===== config.mk =====
export PLATFORM = sky130hd
export DESIGN_NAME = a2d_round_sched
export DESIGN_NICKNAME = d
export VERILOG_FILES = /design/src/rtl/a2d_pkg.sv /design/src/rtl/a2d_round_sched.sv
export SDC_FILE = /design/constraint.sdc
export NUM_CORES = 1
export LEC_CHECK = 0
export ABC_AREA = 1
export BUFFER_PORTS_ARGS = -buffer_cell sky130_fd_sc_hd__buf_2
export CORE_MARGIN = 2
export CORE_UTILIZATION = 42
export CTS_BUF_LIST = sky130_fd_sc_hd__clkbuf_2 sky130_fd_sc_hd__clkbuf_4 sky130_fd_sc_hd__clkbuf_8
export DETAILED_ROUTE_END_ITERATION = 6
export HOLD_SLACK_MARGIN = 0.08
export PLACE_DENSITY = 0.72
export SYNTH_ARGS = -nofsm -noshare
export SYNTH_HDL_FRONTEND = slang
export SYNTH_SLANG_ARGS = --single-unit

===== constraint.sdc =====
create_clock -name clk -period 2.2 [get_ports clk]
set_input_delay 0.33 -clock clk [delete_from_list [all_inputs] [get_ports clk]]
set_output_delay 0.33 -clock clk [all_outputs]
set_load 0.02 [all_outputs]

===== src/rtl/a2d_pkg.sv =====
// -----------------------------------------------------------------------------
// a2d_pkg
// Shared definitions for the ADC128S round-robin conversion scheduler:
//   - channel addresses of the four converted inputs (CH_LFT .. CH_BATT)
//   - scheduler state encoding (a2d_state_t)
//   - a2d_cmd()   : builds the 16-bit SPI command word for a channel
//   - a2d_chnl()  : maps the 2-bit round position to its channel address
// -----------------------------------------------------------------------------
package a2d_pkg;

   localparam logic [2:0] CH_LFT   = 3'd0;
   localparam logic [2:0] CH_RGHT  = 3'd4;
   localparam logic [2:0] CH_STEER = 3'd5;
   localparam logic [2:0] CH_BATT  = 3'd6;

   // Round position of the last channel; reaching it ends the round.
   localparam logic [1:0] IDX_LAST = 2'd3;

   typedef enum logic [3:0] {
      ST_IDLE = 4'd0,
      ST_SEL  = 4'd1,
      ST_WSEL = 4'd2,
      ST_GAP1 = 4'd3,
      ST_RD   = 4'd4,
      ST_WRD  = 4'd5,
      ST_CAP  = 4'd6,
      ST_GAP2 = 4'd7,
      ST_DONE = 4'd8
   } a2d_state_t;

   // Command word: {2'b00, channel, 11'h000}. The same word is sent for the
   // channel-select and the data-read transaction.
   function automatic logic [15:0] a2d_cmd(input logic [2:0] chnl);
      return {2'b00, chnl, 11'h000};
   endfunction

   // Round position -> channel address (lft, rght, steer, batt).
   function automatic logic [2:0] a2d_chnl(input logic [1:0] idx);
      logic [2:0] addr;
      case (idx)
         2'd0:    addr = CH_LFT;
         2'd1:    addr = CH_RGHT;
         2'd2:    addr = CH_STEER;
         2'd3:    addr = CH_BATT;
         default: addr = CH_LFT;
      endcase
      return addr;
   endfunction

endpackage


===== src/rtl/a2d_round_sched.sv =====
// -----------------------------------------------------------------------------
// a2d_round_sched
// Round-robin conversion scheduler for the ADC128S front end. Each accepted
// `nxt` runs one round over the shared SPI master: lft, rght, steer, batt.
// Every conversion is a select transaction followed by a read transaction;
// the 12-bit read result lands in the channel's result register.
//
// Parameters:
//   GAP_CYC    idle cycles between any spi_done and the next spi_snd (1..15)
//   BATT_THRES battery-low threshold (only with A2D_BATT_LOW_EN)
//
// Ports:
//   clk, rst          clock, asynchronous active-high reset
//   nxt               start a round (accepted only when idle)
//   spi_snd, spi_cmd  transaction request pulse and its command word
//   spi_done,spi_resp transaction complete pulse and its read data
//   lft_ld, rght_ld, steer_pot, batt   latest conversion results
//   vld               one-cycle pulse when a round completes
//   busy              round in progress (cycle after nxt .. vld cycle)
//   batt_low          battery below BATT_THRES (only with A2D_BATT_LOW_EN)
//
// Build option: define A2D_BATT_LOW_EN to add the battery-low comparator and
// the batt_low port.
// -----------------------------------------------------------------------------
module a2d_round_sched
   import a2d_pkg::*;
#(
   parameter int unsigned GAP_CYC    = 1,
   parameter logic [11:0] BATT_THRES = 12'h800
) (
   input  logic        clk,
   input  logic        rst,
   input  logic        nxt,
   output logic        spi_snd,
   output logic [15:0] spi_cmd,
   input  logic        spi_done,
   input  logic [15:0] spi_resp,
   output logic [11:0] lft_ld,
   output logic [11:0] rght_ld,
   output logic [11:0] steer_pot,
   output logic [11:0] batt,
   output logic        vld,
   output logic        busy
`ifdef A2D_BATT_LOW_EN
   ,
   output logic        batt_low
`endif
);

   // Gap counter reload: the cycle that leaves WSEL/WRD counts as the first
   // gap cycle, so the counter starts at GAP_CYC-1 and expires on zero.
   localparam logic [3:0] GAP_LD = 4'(GAP_CYC - 1);

   a2d_state_t  state_r;
   logic [3:0]  gap_cnt_r;
   logic [1:0]  ch_idx_r;
   logic [1:0]  ch_nxt_s;
   logic        spi_snd_r;
   logic [15:0] spi_cmd_r;
   logic [11:0] lft_ld_r;
   logic [11:0] rght_ld_r;
   logic [11:0] steer_pot_r;
   logic [11:0] batt_r;
   logic        vld_r;
   logic        busy_r;

   // Upper response bits carry no conversion data.
   logic [3:0]  unused_resp_hi_s;
   assign unused_resp_hi_s = spi_resp[15:12];

`ifdef A2D_BATT_LOW_EN
   logic        batt_low_r;
   logic        batt_low_s;
   assign batt_low_s = (spi_resp[11:0] < BATT_THRES);
`else
   // Without the battery-low option the threshold has no consumer.
   logic [11:0] unused_batt_thres_s;
   assign unused_batt_thres_s = BATT_THRES;
`endif

   assign ch_nxt_s = ch_idx_r + 2'd1;

   // Round sequencer: state, gap counter, channel index and all outputs.
   // The result register is written on the edge that enters CAP because
   // spi_resp is only valid alongside spi_done; it is visible during CAP.
   always_ff @(posedge clk or posedge rst) begin
      if (rst) begin
         state_r     <= ST_IDLE;
         gap_cnt_r   <= 4'd0;
         ch_idx_r    <= 2'd0;
         spi_snd_r   <= 1'b0;
         spi_cmd_r   <= 16'h0000;
         lft_ld_r    <= 12'h000;
         rght_ld_r   <= 12'h000;
         steer_pot_r <= 12'h000;
         batt_r      <= 12'h000;
         vld_r       <= 1'b0;
         busy_r      <= 1'b0;
`ifdef A2D_BATT_LOW_EN
         batt_low_r  <= 1'b0;
`endif
      end else begin
         // Pulses default low; only the issuing transition raises them.
         spi_snd_r <= 1'b0;
         vld_r     <= 1'b0;
         case (state_r)
            ST_IDLE: begin
               if (nxt) begin
                  state_r   <= ST_SEL;
                  spi_snd_r <= 1'b1;
                  spi_cmd_r <= a2d_cmd(a2d_chnl(ch_idx_r));
                  busy_r    <= 1'b1;
               end
            end
            ST_SEL: begin
               state_r <= ST_WSEL;
            end
            ST_WSEL: begin
               if (spi_done) begin
                  state_r   <= ST_GAP1;
                  gap_cnt_r <= GAP_LD;
               end
            end
            ST_GAP1: begin
               if (gap_cnt_r == 4'd0) begin
                  // Read repeats the select command still held in spi_cmd_r.
                  state_r   <= ST_RD;
                  spi_snd_r <= 1'b1;
               end else begin
                  gap_cnt_r <= gap_cnt_r - 4'd1;
               end
            end
            ST_RD: begin
               state_r <= ST_WRD;
            end
            ST_WRD: begin
               if (spi_done) begin
                  state_r   <= ST_CAP;
                  gap_cnt_r <= GAP_LD;
                  case (ch_idx_r)
                     2'd0:    lft_ld_r    <= spi_resp[11:0];
                     2'd1:    rght_ld_r   <= spi_resp[11:0];
                     2'd2:    steer_pot_r <= spi_resp[11:0];
                     2'd3:    batt_r      <= spi_resp[11:0];
                     default: lft_ld_r    <= lft_ld_r;
                  endcase
`ifdef A2D_BATT_LOW_EN
                  if (ch_idx_r == IDX_LAST) begin
                     batt_low_r <= batt_low_s;
                  end
`endif
               end
            end
            ST_CAP: begin
               // Index wraps back to lft after batt, ready for next round.
               ch_idx_r <= ch_nxt_s;
               if (ch_idx_r == IDX_LAST) begin
                  state_r <= ST_DONE;
                  vld_r   <= 1'b1;
               end else if (gap_cnt_r == 4'd0) begin
                  state_r   <= ST_SEL;
                  spi_snd_r <= 1'b1;
                  spi_cmd_r <= a2d_cmd(a2d_chnl(ch_nxt_s));
               end else begin
                  state_r   <= ST_GAP2;
                  gap_cnt_r <= gap_cnt_r - 4'd1;
               end
            end
            ST_GAP2: begin
               if (gap_cnt_r == 4'd0) begin
                  state_r   <= ST_SEL;
                  spi_snd_r <= 1'b1;
                  spi_cmd_r <= a2d_cmd(a2d_chnl(ch_idx_r));
               end else begin
                  gap_cnt_r <= gap_cnt_r - 4'd1;
               end
            end
            ST_DONE: begin
               // busy covers the vld cycle, then drops.
               state_r <= ST_IDLE;
               busy_r  <= 1'b0;
            end
            default: begin
               state_r  <= ST_IDLE;
               ch_idx_r <= 2'd0;
               busy_r   <= 1'b0;
            end
         endcase
      end
   end

   assign spi_snd   = spi_snd_r;
   assign spi_cmd   = spi_cmd_r;
   assign lft_ld    = lft_ld_r;
   assign rght_ld   = rght_ld_r;
   assign steer_pot = steer_pot_r;
   assign batt      = batt_r;
   assign vld       = vld_r;
   assign busy      = busy_r;
`ifdef A2D_BATT_LOW_EN
   assign batt_low  = batt_low_r;
`endif

endmodule


# After elaboration in Yosys (flattened, before gate mapping)
# Cells that the tools add are included.
dict set report word_totals {
  register_bits 77
  in_bits 20
  output_inout_bits 67
  word_cells 82
}
dict set report op_classes {
  add_sub_neg 2
  eq_ne 22
  mux 28
  bitwise 1
  n_reduce_logical 18
}
# cell n
set ops {}
lappend ops {{$mux W16} 4}
lappend ops {{$pmux W16 S3} 1}
lappend ops {{$mux W4} 9}
lappend ops {{$pmux W4 S8} 1}
lappend ops {{$pmux W3 S4} 2}
lappend ops {{$eq A4 B3 Y1 const B} 4}
lappend ops {{$reduce_and A3 Y1} 5}
lappend ops {{$ne A2 B2 Y1 const B} 7}
lappend ops {{$pmux W4 S3} 1}
lappend ops {{$reduce_and A5 Y1} 2}
lappend ops {{$eq A2 B2 Y1 const B} 4}
lappend ops {{$eq A4 B2 Y1 const B} 2}
lappend ops {{$logic_not A4 Y1} 2}
lappend ops {{$reduce_or A8 Y1} 1}
lappend ops {{$reduce_or A7 Y1} 1}
lappend ops {{$mux W1} 6}
lappend ops {{$reduce_bool A3 Y1} 2}
lappend ops {{$eq A2 B1 Y1 const B} 2}
lappend ops {{$eq A4 B1 Y1 const B} 1}
lappend ops {{$eq A4 B4 Y1 const B} 1}
lappend ops {{$logic_not A2 Y1} 2}
lappend ops {{$pmux W2 S2} 1}
lappend ops {{$reduce_or A2 Y1} 2}
lappend ops {{$sub A4 B1 Y4 const B} 1}
lappend ops {{other kinds (7)} 7}

# Logic depth before layout (Yosys ltp)
# Gate-level depths: netlist (run 1).
dict set report logic_depth {
  depth_word 6
  depth_mapped 11
  depth_no_buf 10
}

# Worst setup path before layout (run 1)
# OpenSTA, ideal clock, no wires.
dict set report synth_path {
  path_kind {reg-to-reg}
  start {reg state_r[1]}
  end {reg batt_r[6] (netlist: batt[6])}
  setup_ns 0.127
  t_arrival_ns 1.187
  required_ns 2.073
  slack_ns 0.886
  stages_incl_launch_ff 9
  n_path_buf 2
  path_cell_list {dfrtp_1 > buf_4 > inv_2 > nand2_1 > nor2_4 > nand3_2 > buf_2 > nand2_1 > o21ai_0}
}
dict set report synth_via {
  elab_chain_cells 2
}
# item line_no
set synth_lines {}
lappend synth_lines {{start, declared} a2d_round_sched.sv:54} ;# a2d_state_t state_r;
lappend synth_lines {{start signal, assigned} a2d_round_sched.sv:88} ;# state_r <= ST_IDLE;
lappend synth_lines {{start signal, assigned} a2d_round_sched.sv:109} ;# state_r <= ST_SEL;
lappend synth_lines {{start signal, assigned} a2d_round_sched.sv:116} ;# state_r <= ST_WSEL;
lappend synth_lines {{$eq A4 B3 Y1} a2d_round_sched.sv:106} ;# case (state_r)
lappend synth_lines {{$reduce_and A3 Y1 (no line)} n/a}
lappend synth_lines {{end signal, assigned} a2d_round_sched.sv:144} ;# 2'd3: batt_r <= spi_resp[11:0];
lappend synth_lines {{end, declared} a2d_round_sched.sv:63} ;# logic [11:0] batt_r;
# Every way passes these cells.
# A chain may end at the register's enable or synchronous reset.

# Final worst setup path (run 1)
dict set report layout_path {
  start {reg state_r[1]}
  end {reg steer_pot_r[9] (netlist: steer_pot[9])}
}
dict set report layout_via {
  elab_chain_cells 2
}
# item line_no
set layout_lines {}
lappend layout_lines {{$eq A4 B3 Y1} a2d_round_sched.sv:106}
lappend layout_lines {{$reduce_and A3 Y1 (no line)} n/a}
lappend layout_lines {{end signal, assigned} a2d_round_sched.sv:143} ;# 2'd2: steer_pot_r <= spi_resp[11:0];
lappend layout_lines {{end, declared} a2d_round_sched.sv:62} ;# logic [11:0] steer_pot_r;
# Every way passes these cells.

==> impl_metrics.csv, run 1 <==
group,metric,value,unit
clock_tree,root_buffer,"clkbuf_8",
die,dieWidth,87.81,um
setup_path,slowest_delay,0.47,ns
yosys,syn_area,2950,sq um
yosys,yosys_warnings,0,
setup_path,crit_type,"flop to flop",
yosys,synth_top_family_by_area,"simple AND/OR/NAND/NOR gates",
pwr,p_leak,0.001966,uW
routing,avgViaCountPerCell,4.569,
die,dieHeight,87.81,um
sta,tns,0,ns
clock_tree,cts_tree,"built",
sta,rsz0062_at_grt,"no",
routing,ant_nets,0,
sta,clock-skew-final,0.01146,ns
global_route,grt.overflow.total,0,
placed_design,routabilityCongestion,0.9032,
clock_tree,numCtsBuffers,9,
sta,slew_violations,0,
sta,fmax,627.2,MHz
layout,fill_cells,647,
clock_tree,htree_levels,3,
layout,area_delta_synth_final,20.82,%
yosys,ys_seq_area_frac,0.5428,
die,row_count,30,
sta,hold_violations,0,
pwr,power_density,1439,nW/um^2
routing,route.detailed.drc,0,
setup_path,cpMaxStageDelayCell,"dfrtp_1",
min_path,hp-class,"input pin to flop",
status,status,"completed",
routing,vias,2312,
setup_path,critical_path_buf_inv_count,1,
yosys,syn_avg_cell_area,8.860,sq um
yosys,synthesis.instances,333,
die,initial_core_util,0.4343,
yosys,yosys.area_share.simple,0.2053,
routing,routed_wl,6193,um
pwr,vdd_ir_drop_max,0.0007758,V
die,io_pins,87,
pwr,total_power,5129,uW
placed_design,place_inst,489,
global_route,grt_first_pass_wirelength,10470,um
layout,layout.cells.non_filler,506,
global_route,grt_usage,0.1780,
sta,period_share,0.7247,
routing,drt_iter0_drc,89,
die,core_area,6794,sq um
yosys,synthAdderAreaFrac,0.03817,
routing,dr.pass1.iters,4,
yosys,synth-compound-area-share,0.1043,
routing,wl_per_cell,12.24,um
yosys,synth-seq-cells,64,
placed_design,dp_hpwl,4611,um
sta,fin_crit,1.594,ns
layout,antennaDiodeCount,0,
setup_path,cp_top_family,"simple AND/OR/NAND/NOR gates",
layout,drive_gt1_frac,0.2634,
setup_path,cp_cell_sequence,"inv_2 > nand2_1 > nor2_4 > nand3_2 > o21ai_0",
clock_tree,clk_path_buf_depth,2,
sta,setup_viol,0,
clock_tree,path_clk_slew,0.07,ns
setup_path,cp-start-kind,"flop",
global_route,antenna_found_initial,0,
die,die-area,7711,sq um
clock_tree,cts.sinks,64,
setup_path,crit_fanout,24,
setup_path,end_kind,"flop",
layout,nNetsFinal,434,
global_route,grt_pass1_vias,2190,
global_route,grt_max_degree,36,
yosys,synthMuxAreaShare,0,
yosys,synth_xor_area_frac,0.002969,
clock_tree,worstSkewPairLatency,0.34,ns
run,drv_cap,0,
setup_path,arrival,1.84,ns
setup_path,critical_path_required,2.44,ns
yosys,synthDistinctLibCells,22,
placed_design,port_buffers,69,
-- cell usage after synthesis --
| library cell | count | area, sq um |
|---|---|---|
| nand2_2 | 5 | 31.28 |
| a21oi_1 | 3 | 15.01 |
| conb_1 | 1 | 3.750 |
| ha_1 | 9 | 112.6 |
| nand4_1 | 1 | 6.260 |
| o211ai_1 | 1 | 7.510 |
| nand3_2 | 5 | 50.05 |
| buf_6 | 4 | 45.04 |
| dfrtp_1 | 64 | 1602 |
| o21ai_0 | 37 | 185.2 |
| buf_2 | 5 | 25.02 |
| nor2_2 | 6 | 37.54 |
| nor3_1 | 1 | 5.000 |
| buf_4 | 14 | 105.1 |
| inv_1 | 33 | 123.9 |
| nand3_1 | 14 | 70.07 |
| xnor2_1 | 1 | 8.760 |
| nand2_1 | 95 | 356.6 |
| nor2_4 | 1 | 11.26 |
| o21ai_1 | 20 | 100.1 |
| inv_2 | 3 | 11.26 |
| nor2_1 | 10 | 37.54 |
-- layer usage --
metal | global-route usage | vias to the layer above | wire [um]
met5 | 0 | - | 0
met4 | 0.04615 | 0 | 40
met3 | 0.08200 | 4 | 518
met2 | 0.2810 | 77 | 3038
met1 | 0.2226 | 1061 | 2595
li1 | - | 1170 | -
-- area by class of cell --
cell class              count  area (sq um)  share of cell area
clock buffers              10         137.6             0.03861
multi-input cells         222          1084              0.3040
clock inverters             6         116.4             0.03264
repair buffers             72         370.4              0.1039
well taps                  96         120.1             0.03370
flip-flops and latches     64          1602              0.4493
inverters                  36         135.1             0.03791
-- registers in the layout, summed over array words and instances, names as in the netlist --
name and count:
vld 1, gap_cnt_r 4, steer_pot 12, batt 12, state_r 4, ch_idx_r 2, spi_snd 1, busy 1
lft_ld 12, spi_cmd 3, rght_ld 12
-- what timing repair did --
item,in CTS,in global routing
gates resized for setup,0,0
endpoints found under the hold margin,29,0
buffers inserted,0,0
hold buffers,1,0
-- worst paths after layout --
check / slack (ns) / startpoint / cells past startpoint / endpoint
min in group asynchronous: 0.61 / rst / 4 / batt[5]$_DFFE_PP0P_
worst max register to register: 0.61 / state_r[1]$_DFFE_PP0P_ / 5 / steer_pot[9]$_DFFE_PP0P_
worst max-delay path: 0.61 / state_r[1]$_DFFE_PP0P_ / 5 / steer_pot[9]$_DFFE_PP0P_
worst min register to register: 0.48 / gap_cnt_r[1]$_DFFE_PP0P_ / 2 / gap_cnt_r[1]$_DFFE_PP0P_
max in group asynchronous: 1.24 / rst / 4 / spi_cmd[11]$_DFFE_PP0P_
worst min-delay path: 0.22 / nxt / 3 / busy$_DFFE_PP0P_
-- worst min-delay path, stage by stage --
cell     delay (ns)
buf_2          0.08
nand2_1        0.06
nand2_1        0.05
-- cells in the final DEF (no fill, tap or decap), types with 4 or more instances in the layout --
cell,synthesis,final
nand2_1,95,95
buf_2,5,69
dfrtp_1,64,64
o21ai_0,37,37
inv_1,33,32
o21ai_1,20,20
nand3_1,14,14
conb_1,1,13
nor2_1,10,10
clkbuf_8,0,10
ha_1,9,9
nor2_2,6,6
nand2_2,5,5
nand3_2,5,5
inv_2,3,4
-- power breakdown --
part / leakage, uW / switching [uW] / internal (uW)
logic: 0.000992 / 1340 / 666
registers: 0.000847 / 280 / 1600
clock network: 0.000127 / 462 / 789
-- cell families (layout without fill, tap and decap cells) --
family,count (synthesis),in the layout
simple gates,138,138
flops,64,64
compound gates,61,61
buf+inv,59,124
fa+ha+maj,9,9
other cells,1,13
xor+xnor,1,1
-- stage by stage --
stage / hold WS (ns) / instance area [sq um] / util / setup WS [ns]
2_1_floorplan: 0.4419 / 2995 / - / 0.2719
3_3_place_gp: 0.4383 / 3301 / 0.4858 / 0.6515
3_5_place_dp: 0.4364 / 3301 / 0.4858 / 0.5710
4_1_cts: 0.2062 / 3565 / 0.5247 / 0.5740
5_1_grt: 0.2233 / 3565 / 0.5247 / 0.3812
6_report: 0.2226 / 3565 / 0.5247 / 0.6057
No activity file was read; power rests on OpenSTA's default activity.
==> inputs of run 2 (changes only) <==
--- a/config.mk
+++ b/config.mk
@@ -5,14 +5,14 @@
 export SDC_FILE = /design/constraint.sdc
 export NUM_CORES = 1
 export LEC_CHECK = 0
-export ABC_AREA = 1
+export ABC_AREA = 0
 export BUFFER_PORTS_ARGS = -buffer_cell sky130_fd_sc_hd__buf_2
 export CORE_MARGIN = 2
 export CORE_UTILIZATION = 42
 export CTS_BUF_LIST = sky130_fd_sc_hd__clkbuf_2 sky130_fd_sc_hd__clkbuf_4 sky130_fd_sc_hd__clkbuf_8
 export DETAILED_ROUTE_END_ITERATION = 6
 export HOLD_SLACK_MARGIN = 0.08
-export PLACE_DENSITY = 0.72
+export PLACE_DENSITY = 0.75
 export SYNTH_ARGS = -nofsm -noshare
 export SYNTH_HDL_FRONTEND = slang
 export SYNTH_SLANG_ARGS = --single-unit
==> constraint.sdc (replaced) <==
create_clock -name clk -period 1.3 [get_ports clk]
set_input_delay 0.195 -clock clk [delete_from_list [all_inputs] [get_ports clk]]
set_output_delay 0.195 -clock clk [all_outputs]
set_load 0.02 [all_outputs]
==> run 2 against run 1 <==
  * The flow now finishes with violations (negative setup slack)
  * Synthesized cell count decreased by 32%
  * Global-route usage is 1.1 points higher
  * Routed wire length up 13%
  * Critical endpoint is now state_r[1]$_DFFE_PP0P_
  * Largest cell class unchanged
==> impl_metrics.csv, run 2 <==
group,metric,value,unit
layout,nNetsFinal,388,
layout,area_delta_synth_final,49.10,%
yosys,ys.flop_type,"dfrtp_1",
clock_tree,numCtsBuffers,9,
yosys,syn_area,2930,sq um
yosys,synthDistinctLibCells,40,
placed_design,dp_hpwl,5039,um
layout,layout.cells.non_filler,442,
die,die-area,7662,sq um
status,violations,"negative setup slack",
die,initial_core_util,0.4337,
pwr,vdd_ir_drop_max,0.001202,V
routing,routed.top_layer,"met4",
clock_tree,path_clk_slew,0.07,ns
global_route,grt.overflow.total,0,
routing,route.detailed.drc,0,
setup_path,cp-start-kind,"flop",
routing,wl_per_cell,15.79,um
yosys,synth_edf_count,0,
yosys,ys_seq_area_frac,0.5465,
global_route,grt_usage,0.1893,
clock_tree,clk_path_buf_depth,2,
yosys,synth-seq-cells,64,
routing,dr.pass1.iters,4,
clock_tree,htree_levels,3,
sta,clock-skew-final,0.01125,ns
setup_path,crit_type,"flop to flop",
die,dieWidth,87.53,um
yosys,synth.largest_area_cell,"dfrtp_1",
setup_path,critical_path_required,1.50,ns
sta,slew_violations,0,
layout,drive_gt1_frac,0.6105,
clock_tree,worstSkewPairLatency,0.34,ns
yosys,synthesis.instances,228,
routing,drt_iter0_drc,70,
routing,routedLengthMet1,2983,um
min_path,hp-class,"input pin to flop",
setup_path,end_kind,"flop",
global_route,grt_first_pass_wirelength,11050,um
layout,mostFrequentLayoutCell,"buf_2",
placed_design,routabilityCongestion,0.8671,
placed_design,pre_cts_ws,-0.4340,ns
sta,period_share,1.331,
setup_path,arrival,1.93,ns
layout,final_cell_mix,"buf_2 (69), dfrtp_1 (62), mux2_4 (53)",
pwr,power_density,2447,nW/um^2
clock_tree,cts.sinks,64,
pwr,total_power,10690,uW
routing,wl_met2,3535,um
global_route,grt_pass1_vias,2297,
routing,ant_nets,0,
layout,antennaDiodeCount,0,
yosys,yosys_warnings,0,
setup_path,crit_fanout,7,
die,io_pins,87,
routing,route.met3.wl,405,um
placed_design,place_inst,420,
yosys,yosys.cell_count.top_type,"dfrtp_1",
routing,avgViaCountPerCell,5.038,
sta,setup_slack,-0.4306,ns
die,row_count,30,
sta,rsz0062_at_grt,"yes",
placed_design,port_buffers,69,
sta,hold_violations,0,
global_route,grt_max_degree,44,
yosys,syn_avg_cell_area,12.85,sq um
sta,setup_viol,59,
clock_tree,root_buffer,"clkbuf_8",
clock_tree,cts_tree,"built",
yosys,synth_top_area_share,0.5465,
yosys,ys_top_cells_by_area,"dfrtp_1 (55%), mux2_1 (20%), ha_1 (3.8%)",
status,status,"complete, but fails checks",
pwr,p_leak,0.002395,uW
yosys,async_reset_ff_frac,1.000,
run,drv_cap,0,
die,core_area,6756,sq um
sta,hold_slack,0.1362,ns
sta,fmax,577.9,MHz
yosys,synthTopCellsByCount,"dfrtp_1 (64), mux2_1 (53), nand2_1 (14), buf_4 (13), inv_1 (10)",
routing,vias,2227,
sta,fin_crit,1.731,ns
global_route,antenna_found_initial,0,
routing,routed_wl,6980,um
die,dieHeight,87.53,um
[run 2: critical path: stages, from the launching register on]
cell and delay [ns]:
dfrtp_2 0.45, buf_4 0.16, or4_1 0.49, o32ai_2 0.21, or2_1 0.20, o32ai_1 0.09
[run 2: timing repair]
| action | in CTS | in global routing |
|---|---|---|
| buffers inserted | 4 | 3 |
| gates resized for setup | 15 | 31 |
| gates cloned | 0 | 0 |
| endpoints found under the setup margin | 59 | 62 |
| hold buffers | 1 | 0 |
| pin swaps | 9 | 11 |
| endpoints found under the hold margin | 64 | 0 |
[run 2: cell type report]
type | count | area [sq um]
Fill cell | 480 | 2387
Sequential cell | 64 | 1604
Multi-Input combinational cell | 144 | 1530
Timing Repair Buffer | 129 | 895.9
Clock buffer | 11 | 151.4
Tap cell | 80 | 100.1
Inverter | 11 | 45.04
Clock inverter | 3 | 42.54
[run 2: logic make-up (layout without fill, tap and decap cells)]
logic type,count (synthesis),in the layout,synth area share
flip-flops,64,64,0.5465
multiplexers,53,53,0.2037
AND/OR/NAND/NOR,44,44,0.08582
buffers and inverters,32,154,0.06021
AO/OA/AOI/OAI,25,25,0.06405
adder cells (fa/ha/maj),9,9,0.03843
other,1,13,0.001280
[run 2: path summary, 6_finish.rpt]
| kind | startpoint | endpoint | slack, ns | cells after the start |
|---|---|---|---|---|
| setup / recovery | state_r[0]$_DFFE_PP0P_ | state_r[1]$_DFFE_PP0P_ | -0.43 | 5 |
| max in group asynchronous | rst | state_r[0]$_DFFE_PP0P_ | 0.56 | 4 |
| hold / removal | spi_resp[9] | batt[9]$_DFFE_PP0P_ | 0.14 | 2 |
| setup reg to reg | state_r[0]$_DFFE_PP0P_ | state_r[1]$_DFFE_PP0P_ | -0.43 | 5 |
| min in group asynchronous | rst | batt[3]$_DFFE_PP0P_ | 0.45 | 4 |
| hold reg to reg | rght_ld[11]$_DFFE_PP0P_ | rght_ld[11]$_DFFE_PP0P_ | 0.50 | 1 |
[run 2: power breakdown]
group          switching, uW  internal, uW  leakage, uW
Combinational           2700          2930      0.00148
Clock                    730           966    0.0000973
Sequential               540          2820     0.000823
[run 2: metal layers]
layer / global-route usage / vias up
li1: - / 1033
met1: 0.2354 / 1111
met2: 0.3182 / 77
met3: 0.05561 / 6
met4: 0.06014 / 0
met5: 0 / -
[run 2: per-stage QoR]
stage                     instance area (sq um)  TNS [ns]  utilization
after floorplan                            3247    -11.80            -
after global placement                     3930    -18.79       0.5817
after detailed placement                   3930    -19.13       0.5817
after CTS                                  4210    -19.28       0.6231
after global routing                       4369    -22.78       0.6467
final                                      4369    -19.24       0.6467
